`src/rtl/instruction_fetch.sv`:
```
// Fetch stage: holds the PC, reads the combinational instruction memory and
// registers {pc, instruction, pc+4} into a valid/ready output slot for decode.
module instruction_fetch #(
  parameter logic [31:0] RESET_PC    = 32'h0000_0000,
  parameter int unsigned PC_LIMIT    = 64,
  parameter int unsigned START_DELAY = 1
) (
  input  logic        clk,
  input  logic        rst,
  output logic [31:0] PC_out,
  input  logic [31:0] instruction_in,
  input  logic        redirect_valid,
  input  logic [31:0] redirect_pc,
  input  logic        if_ready,
  output logic        if_valid,
  output logic [31:0] if_pc,
  output logic [31:0] if_instruction,
  output logic [31:0] if_pc_plus4,
  output logic        fault,
  output logic [31:0] fault_pc
);

  localparam logic [31:0] PC_LIMIT_W = 32'(PC_LIMIT);
  localparam logic [3:0]  START_CNT  = 4'(START_DELAY);

  typedef enum logic [1:0] {
    S_WAIT,
    S_RUN,
    S_FAULT
  } state_t;

  state_t      state_q, state_d;
  logic [3:0]  wait_cnt_q, wait_cnt_d;
  logic [31:0] pc_q, pc_d;
  logic        if_valid_q, if_valid_d;
  logic [31:0] if_pc_q, if_pc_d;
  logic [31:0] if_instruction_q, if_instruction_d;
  logic [31:0] if_pc_plus4_q, if_pc_plus4_d;
  logic        fault_q, fault_d;
  logic [31:0] fault_pc_q, fault_pc_d;

  logic        fire;
  logic        in_range;
  logic [31:0] pc_next;

  assign fire     = !if_valid_q || if_ready;
  assign in_range = (pc_q < PC_LIMIT_W) && (pc_q[1:0] == 2'b00);
  assign pc_next  = pc_q + 32'd4;

  always_comb begin
    state_d          = state_q;
    wait_cnt_d       = wait_cnt_q;
    pc_d             = pc_q;
    if_valid_d       = if_valid_q;
    if_pc_d          = if_pc_q;
    if_instruction_d = if_instruction_q;
    if_pc_plus4_d    = if_pc_plus4_q;
    fault_d          = fault_q;
    fault_pc_d       = fault_pc_q;

    unique case (state_q)
      S_WAIT: begin
        if (redirect_valid) pc_d = redirect_pc;
        wait_cnt_d = wait_cnt_q - 4'd1;
        if (wait_cnt_q <= 4'd1) state_d = S_RUN;
      end
      S_RUN: begin
        // Redirect wins over capture; a held instruction is only replaced once
        // decode has taken it (fire), so nothing is ever dropped.
        if (redirect_valid) begin
          pc_d       = redirect_pc;
          if_valid_d = 1'b0;
        end else if (fire && in_range) begin
          if_instruction_d = instruction_in;
          if_pc_d          = pc_q;
          if_pc_plus4_d    = pc_next;
          if_valid_d       = 1'b1;
          pc_d             = pc_next;
        end else if (fire) begin
          if_valid_d = 1'b0;
          fault_d    = 1'b1;
          fault_pc_d = pc_q;
          state_d    = S_FAULT;
        end
      end
      S_FAULT: begin
        if_valid_d = 1'b0;
        if (redirect_valid) begin
          fault_d = 1'b0;
          pc_d    = redirect_pc;
          state_d = S_RUN;
        end
      end
      default: state_d = S_WAIT;
    endcase
  end

  always_ff @(posedge clk) begin
    if (rst) begin
      state_q          <= (START_DELAY == 0) ? S_RUN : S_WAIT;
      wait_cnt_q       <= START_CNT;
      pc_q             <= RESET_PC;
      if_valid_q       <= 1'b0;
      if_pc_q          <= '0;
      if_instruction_q <= '0;
      if_pc_plus4_q    <= '0;
      fault_q          <= 1'b0;
      fault_pc_q       <= '0;
    end else begin
      state_q          <= state_d;
      wait_cnt_q       <= wait_cnt_d;
      pc_q             <= pc_d;
      if_valid_q       <= if_valid_d;
      if_pc_q          <= if_pc_d;
      if_instruction_q <= if_instruction_d;
      if_pc_plus4_q    <= if_pc_plus4_d;
      fault_q          <= fault_d;
      fault_pc_q       <= fault_pc_d;
    end
  end

  assign PC_out         = pc_q;
  assign if_valid       = if_valid_q;
  assign if_pc          = if_pc_q;
  assign if_instruction = if_instruction_q;
  assign if_pc_plus4    = if_pc_plus4_q;
  assign fault          = fault_q;
  assign fault_pc       = fault_pc_q;

endmodule

```
`config.mk`:
```
export PLATFORM = sky130hd
export DESIGN_NAME = instruction_fetch
export DESIGN_NICKNAME = d
export VERILOG_FILES = /design/src/rtl/instruction_fetch.sv
export SDC_FILE = /design/constraint.sdc
export NUM_CORES = 1
export LEC_CHECK = 0
export CELL_PAD_IN_SITES_DETAIL_PLACEMENT = 1
export CELL_PAD_IN_SITES_GLOBAL_PLACEMENT = 1
export CORE_ASPECT_RATIO = 1.75
export CORE_UTILIZATION = 36
export CTS_CLUSTER_SIZE = 10
export DETAILED_ROUTE_END_ITERATION = 16
export PLACE_DENSITY = 0.92
export SYNTH_ARGS = -nofsm -noshare
export SYNTH_HDL_FRONTEND = slang
export SYNTH_SLANG_ARGS = --single-unit
```
`constraint.sdc`:
```
create_clock -name clk -period 3.5 [get_ports clk]
set_input_delay 0.7 -clock clk [delete_from_list [all_inputs] [get_ports clk]]
set_output_delay 0.7 -clock clk [all_outputs]
set_load 0.02 [all_outputs]
```
## Word-level counts from Yosys, hierarchy flattened

Cells that the tools add are included.

| operators by class | value |
|---|---|
| mux-type cells | 19 |
| reductions and logical operators | 15 |
| multipliers | 0 |
| div/mod/pow operators | 0 |
| bitwise logic cells | 2 |
| magnitude comparators | 2 |
| shift operators | 0 |
| $add $sub $neg | 2 |
| equality and inequality tests | 10 |

Operator list:

| cell | count |
|---|---|
| 2-to-1 mux 32 bit | 3 |
| one-hot mux 32 bit (2 select lines) | 1 |
| adder 32 x 3 -> 32 bit (second input constant) | 1 |
| < comparator 32 x 7 -> 1 bit (second input constant) | 1 |
| 2-to-1 mux 2 bit | 5 |
| inequality test 2 bit (second input constant) | 5 |
| AND reduction 5 bit | 2 |
| 2-to-1 mux 1 bit | 7 |
| one-hot mux 2 bit (3 select lines) | 1 |
| AND reduction 3 bit | 2 |
| less-or-equal comparator 4 x 1 -> 1 bit (second input constant) | 1 |
| zero test 2 bit | 2 |
| inequality test 4 bit (second input constant) | 1 |
| one-hot mux 1 bit (2 select lines) | 2 |
| AND reduction 4 bit | 1 |
| nonzero test 2 bit | 2 |
| subtractor 4 x 1 -> 4 bit (second input constant) | 1 |
| inequality test 3 bit (second input constant) | 1 |
| equality test 2 x 1 -> 1 bit (second input constant) | 1 |
| equality test 2 bit (second input constant) | 1 |
| logical AND 1 bit | 2 |
| inequality test 2 x 1 -> 1 bit (second input constant) | 1 |
| NOT 1 bit | 2 |
| AND reduction 2 bit | 1 |
| other kinds (3) | 3 |

| storage, ports and cells | value |
|---|---|
| memory bits (writable) | 0 |
| latch bits | 0 |
| memory bits (read-only) | 0 |
| bits of input ports | 68 |
| memories | 0 |
| word-level logic and storage cells | 59 |
| bits in registers | 168 |

## Logic depth before layout (Yosys ltp)

| logic depth | value |
|---|---|
| depth in word-level cells | 6 |
| depth in mapped cells | 10 |
| mapped depth without buffers | 7 |

## Worst setup path after synthesis

Ideal clock, no wire load.

| path | value |
|---|---|
| path kind | register to register |
| from | register pc_q[3], in the netlist PC_out[3] |
| to | register pc_q[18], in the netlist PC_out[18] |
| path buffers | 0 |
| stages on the path, launching flop included | 7 |
| setup slack | 1.062 ns |
| data arrival time | 2.350 ns |
| library setup time | 0.088 ns |
| path through | dfxtp_1 ha_1 nand3_4 or4_1 or3_1 a211o_1 a311oi_2 |

| between the ends | value |
|---|---|
| longest elaborated chain between the ends | 5 |

Ends and longest elaborated chain:

| item | RTL line | source |
|---|---|---|
| start: declaration | 34 | `logic [31:0] pc_q, pc_d;` |
| start signal: assignment | 112 | `pc_q <= pc_d;` |
| < comparator 32 x 7 -> 1 bit | 47 | `assign in_range = (pc_q < PC_LIMIT_W) && (pc_q[1:0] == 2'b00);` |
| logical AND 1 bit | 47 |  |
| logical AND 1 bit | 73 | `end else if (fire && in_range) begin` |
| inequality test 3 bit (no source line) | -- |  |
| AND reduction 3 bit (no source line) | -- |  |

Parallel ways exist; a longest one is shown, timed or not. The select of a mux whose other input is x is not followed.
A chain may end at the register's enable or synchronous reset.

## Final worst setup path

| path | value |
|---|---|
| from | register pc_q[14], in the netlist PC_out[14] |
| to | register fault_pc_q[0], in the netlist fault_pc[0] |

| between the ends | value |
|---|---|
| longest elaborated chain between the ends | 5 |

Ends and longest elaborated chain:

| item | RTL line | source |
|---|---|---|
| < comparator 32 x 7 -> 1 bit | 47 |  |
| logical AND 1 bit | 47 |  |
| logical AND 1 bit | 73 |  |
| NOT 1 bit (no source line) | -- |  |
| AND reduction 4 bit (no source line) | -- |  |
| end signal: assignment | 118 | `fault_pc_q <= fault_pc_d;` |
| end: declaration | 40 | `logic [31:0] fault_pc_q, fault_pc_d;` |

No other way between the ends.

==> flow_summary.ini <==
[logic_synthesis]
synthCells = 698
synth_compound_area_frac = 0.140
synth_xor_area_frac = 0.0118
synth_top_area_share = 0.498
synth.most_common_cell = dfxtp_1
synth_area_leader_cell = dfxtp_1
synth_warnings = 0
synth-seq-cells = 166
ys.flop_type = dfxtp_1
synthArstFlopShare = 0
syn_avg_cell_area_um2 = 9.56
synth-adder-area-share = 0.0131
syn-cell-area_mm2 = 0.00668
synth_nets = 773
synth-edff-count = 0
muxShareOfSynthArea = 0.106
ys_seq_area_frac = 0.498
netlist-cell-type-count = 57
yosys-top-cells-area = dfxtp_1 50%, mux2i_1 11%, nor2_1 5.1%
yosys.area_share.simple = 0.183
synth_top_family_by_area = simple AND/OR/NAND/NOR gates
synthTopCellsByCount = 166 x dfxtp_1, 91 x nor2_1, 71 x mux2i_1

[timing]
fmax_mhz = 317
worst_pin_slew_ns = 1.03
hold_viol = 0
fin_crit_sh = 0.900
rsz0062_at_grt = no
timing.final.ws_setup_ns = 0.350
hold_slack_ns = 0.457
finClkSkew_ns = 0.00942
finalMaxSlewViolations = 0
fin_setup_tns_ns = 0
layout_min_cycle_time_ns = 3.15
setup_viol = 0
slew_headroom = 0.306

[die]
die_y_um = 182
coreArea_mm2 = 0.0181
io_pins = 230
row_count = 65
start_util = 0.370
die_area_mm2 = 0.0191
die_w_um = 105

[clock_network]
post_cts_buffers = 0
hold_buffers = 0
clk_latency_ns = 0.43
cts_resized = 0
clock_path_buffers = 2
numCtsBuffers = 17
clkTransAtPathRegs_ns = 0.07
cts_tree = done
cts-htree-levels = 4
cts.sinks = 166
cts_root_buf = clkbuf_16

[critical_path]
reg2reg_depth = 6
worst-endpoint-arrival_ns = 3.43
end_kind = flop
startpoint_type = flop
path_max_fanout = 21
reg2reg_from = PC_out[14]
cp.required_ns = 3.78
regToRegSetupSlack_ns = 0.35
timing.rr.end = fault_pc[0]
cp-startpoint = PC_out[14]
crit_type = reg2reg

[power_and_ir_drop]
leakage_nw = 3.66
power_w = 0.00631
ir_drop_mv = 0.440
switchingPower_w = 0.00230
pwr-share-clk = 0.300
power_frac_seq = 0.384
p_int_w = 0.00401
share_comb_of_total_power = 0.316
power.density_mw_per_mm2 = 645
p_sw_frac = 0.365

[routing]
finalWirelength_um = 23300
drtPass1Iterations = 4
antenna_left = 0
drt_iter0_markers = 271
via_per_inst = 5.41
drc = 0
post_drt_wl_per_cell_um = 20.1
vias = 6268

[run]
maxCapViolCount = 0

[grt]
grt_max_degree = 57
antenna_found_initial = 0
grt_pass1_wl_um = 36500
grt_pass1_vias = 6605
groute.usage.overall = 0.245
grt-ovfl-total = 0

[layout]
drive_gt1_frac = 0.0703
nets = 986
syn_to_final_growth_pct = 46.5
antenna_cells = 0

[placed_design]
gp_congestion = 0.879
hpwl_um = 16100
portBuffers = 229
pre_cts_ws_ns = 0.625

[status]
run_status = complete, no violations

[hold_path]
hold_depth = 1
hold_end = if_pc_plus4[14]
hold_start = if_pc_plus4[14]
hold_class = reg2reg
==> worst max-delay path by stage <==
stage	endpoint	slack, ns	depth (start not counted)
3_5_place_dp	PC_out[29]	0.63	7
4_1_cts	fault_pc[0]	0.60	6
5_1_grt	fault_pc[19]	0.23	6
2_1_floorplan	PC_out[18]	1.06	6
6_report	fault_pc[0]	0.35	6
3_3_place_gp	PC_out[29]	0.71	7
==> per-layer routing <==
layer,track usage,part of all wire,wire (µm),up-vias
met5,0,0,0,-
met2,0.463,0.54,12600,256
li1,-,-,-,2906
met1,0.255,0.37,8630,3039
met3,0.0414,0.046,1070,67
met4,0.127,0.045,1040,0
==> stage by stage <==
stage	std cells	area [µm²]	util
5_1_grt	1158	9780	0.542
3_3_place_gp	1126	9190	0.509
2_1_floorplan	698	6680	-
4_1_cts	1158	9780	0.542
3_5_place_dp	1126	9190	0.509
6_report	1158	9780	0.542
==> worst max-delay path: stages, from the launching register on <==
cell	delay (ns)
dfxtp_1	0.40
nor4_1	0.91
nand4_1	0.47
o211ai_1	0.46
buf_4	0.42
mux2i_1	0.27
nor2_1	0.06
==> final cells by class <==
cell class / instances / area [µm²]
Fill cell: 2026 / 8280
Sequential cell: 166 / 3320
Multi-Input combinational cell: 459 / 3050
Timing Repair Buffer: 250 / 2460
Clock buffer: 19 / 443
Tap cell: 234 / 293
Clock inverter: 13 / 148
Inverter: 17 / 63.8
==> logic make-up (layout without fill, tap and decap cells) <==
| logic type | count (synthesis) | count (layout) |
|---|---|---|
| adders and majority gates | 7 | 7 |
| muxes | 71 | 71 |
| buffers and inverters | 73 | 299 |
| AOI/OAI and AO/OA | 130 | 130 |
| DFF | 166 | 166 |
| and+or+nand+nor | 242 | 242 |
| xor gates and xnor gates | 9 | 9 |
==> layout by cell type (no fill, tap or decap), types with 3 or more instances in the layout <==
master and count:
a211oi_1 17, a21o_1 3, a21oi_1 27, a221oi_1 3, a22oi_1 3, a311o_1 3
a311oi_1 3, a31oi_1 8, a32o_1 3, and2_1 54, and3_1 3, buf_4 21
clkbuf_16 17, clkdlybuf4s50_1 228, clkinv_4 3, clkinvlp_4 3, dfxtp_1 166, ha_1 7
inv_1 16, mux2i_1 71, nand2_1 30, nand2b_1 3, nand3_1 11, nand4_1 11
nor2_1 90, nor3_1 8, nor4_1 17, o2111ai_1 3, o211ai_1 6, o21a_1 3
o21ai_0 10, o31ai_1 12, o32ai_1 7, o41ai_1 3, xnor2_1 7
==> sequential cells by signal, summed over array words and instances, names as in the netlist <==
signal,flops
if_pc_plus4,30
fault_pc,32
wait_cnt_q,4
if_pc,32
fault,1
if_valid,1
PC_out,32
if_instruction,32
state_q,2
==> power groups by stage <==
stage | logic (W) | clock network [W] | registers, W
final | 0.00200 | 0.00189 | 0.00242
after global placement | 0.00188 | 0 | 0.00244
after floorplan | 0.00101 | 0 | 0.00252
after CTS | 0.00199 | 0.00193 | 0.00241
after global routing | 0.00213 | 0.00200 | 0.00245
after detailed placement | 0.00195 | 0 | 0.00244
Power figures use the tool's default switching activity.
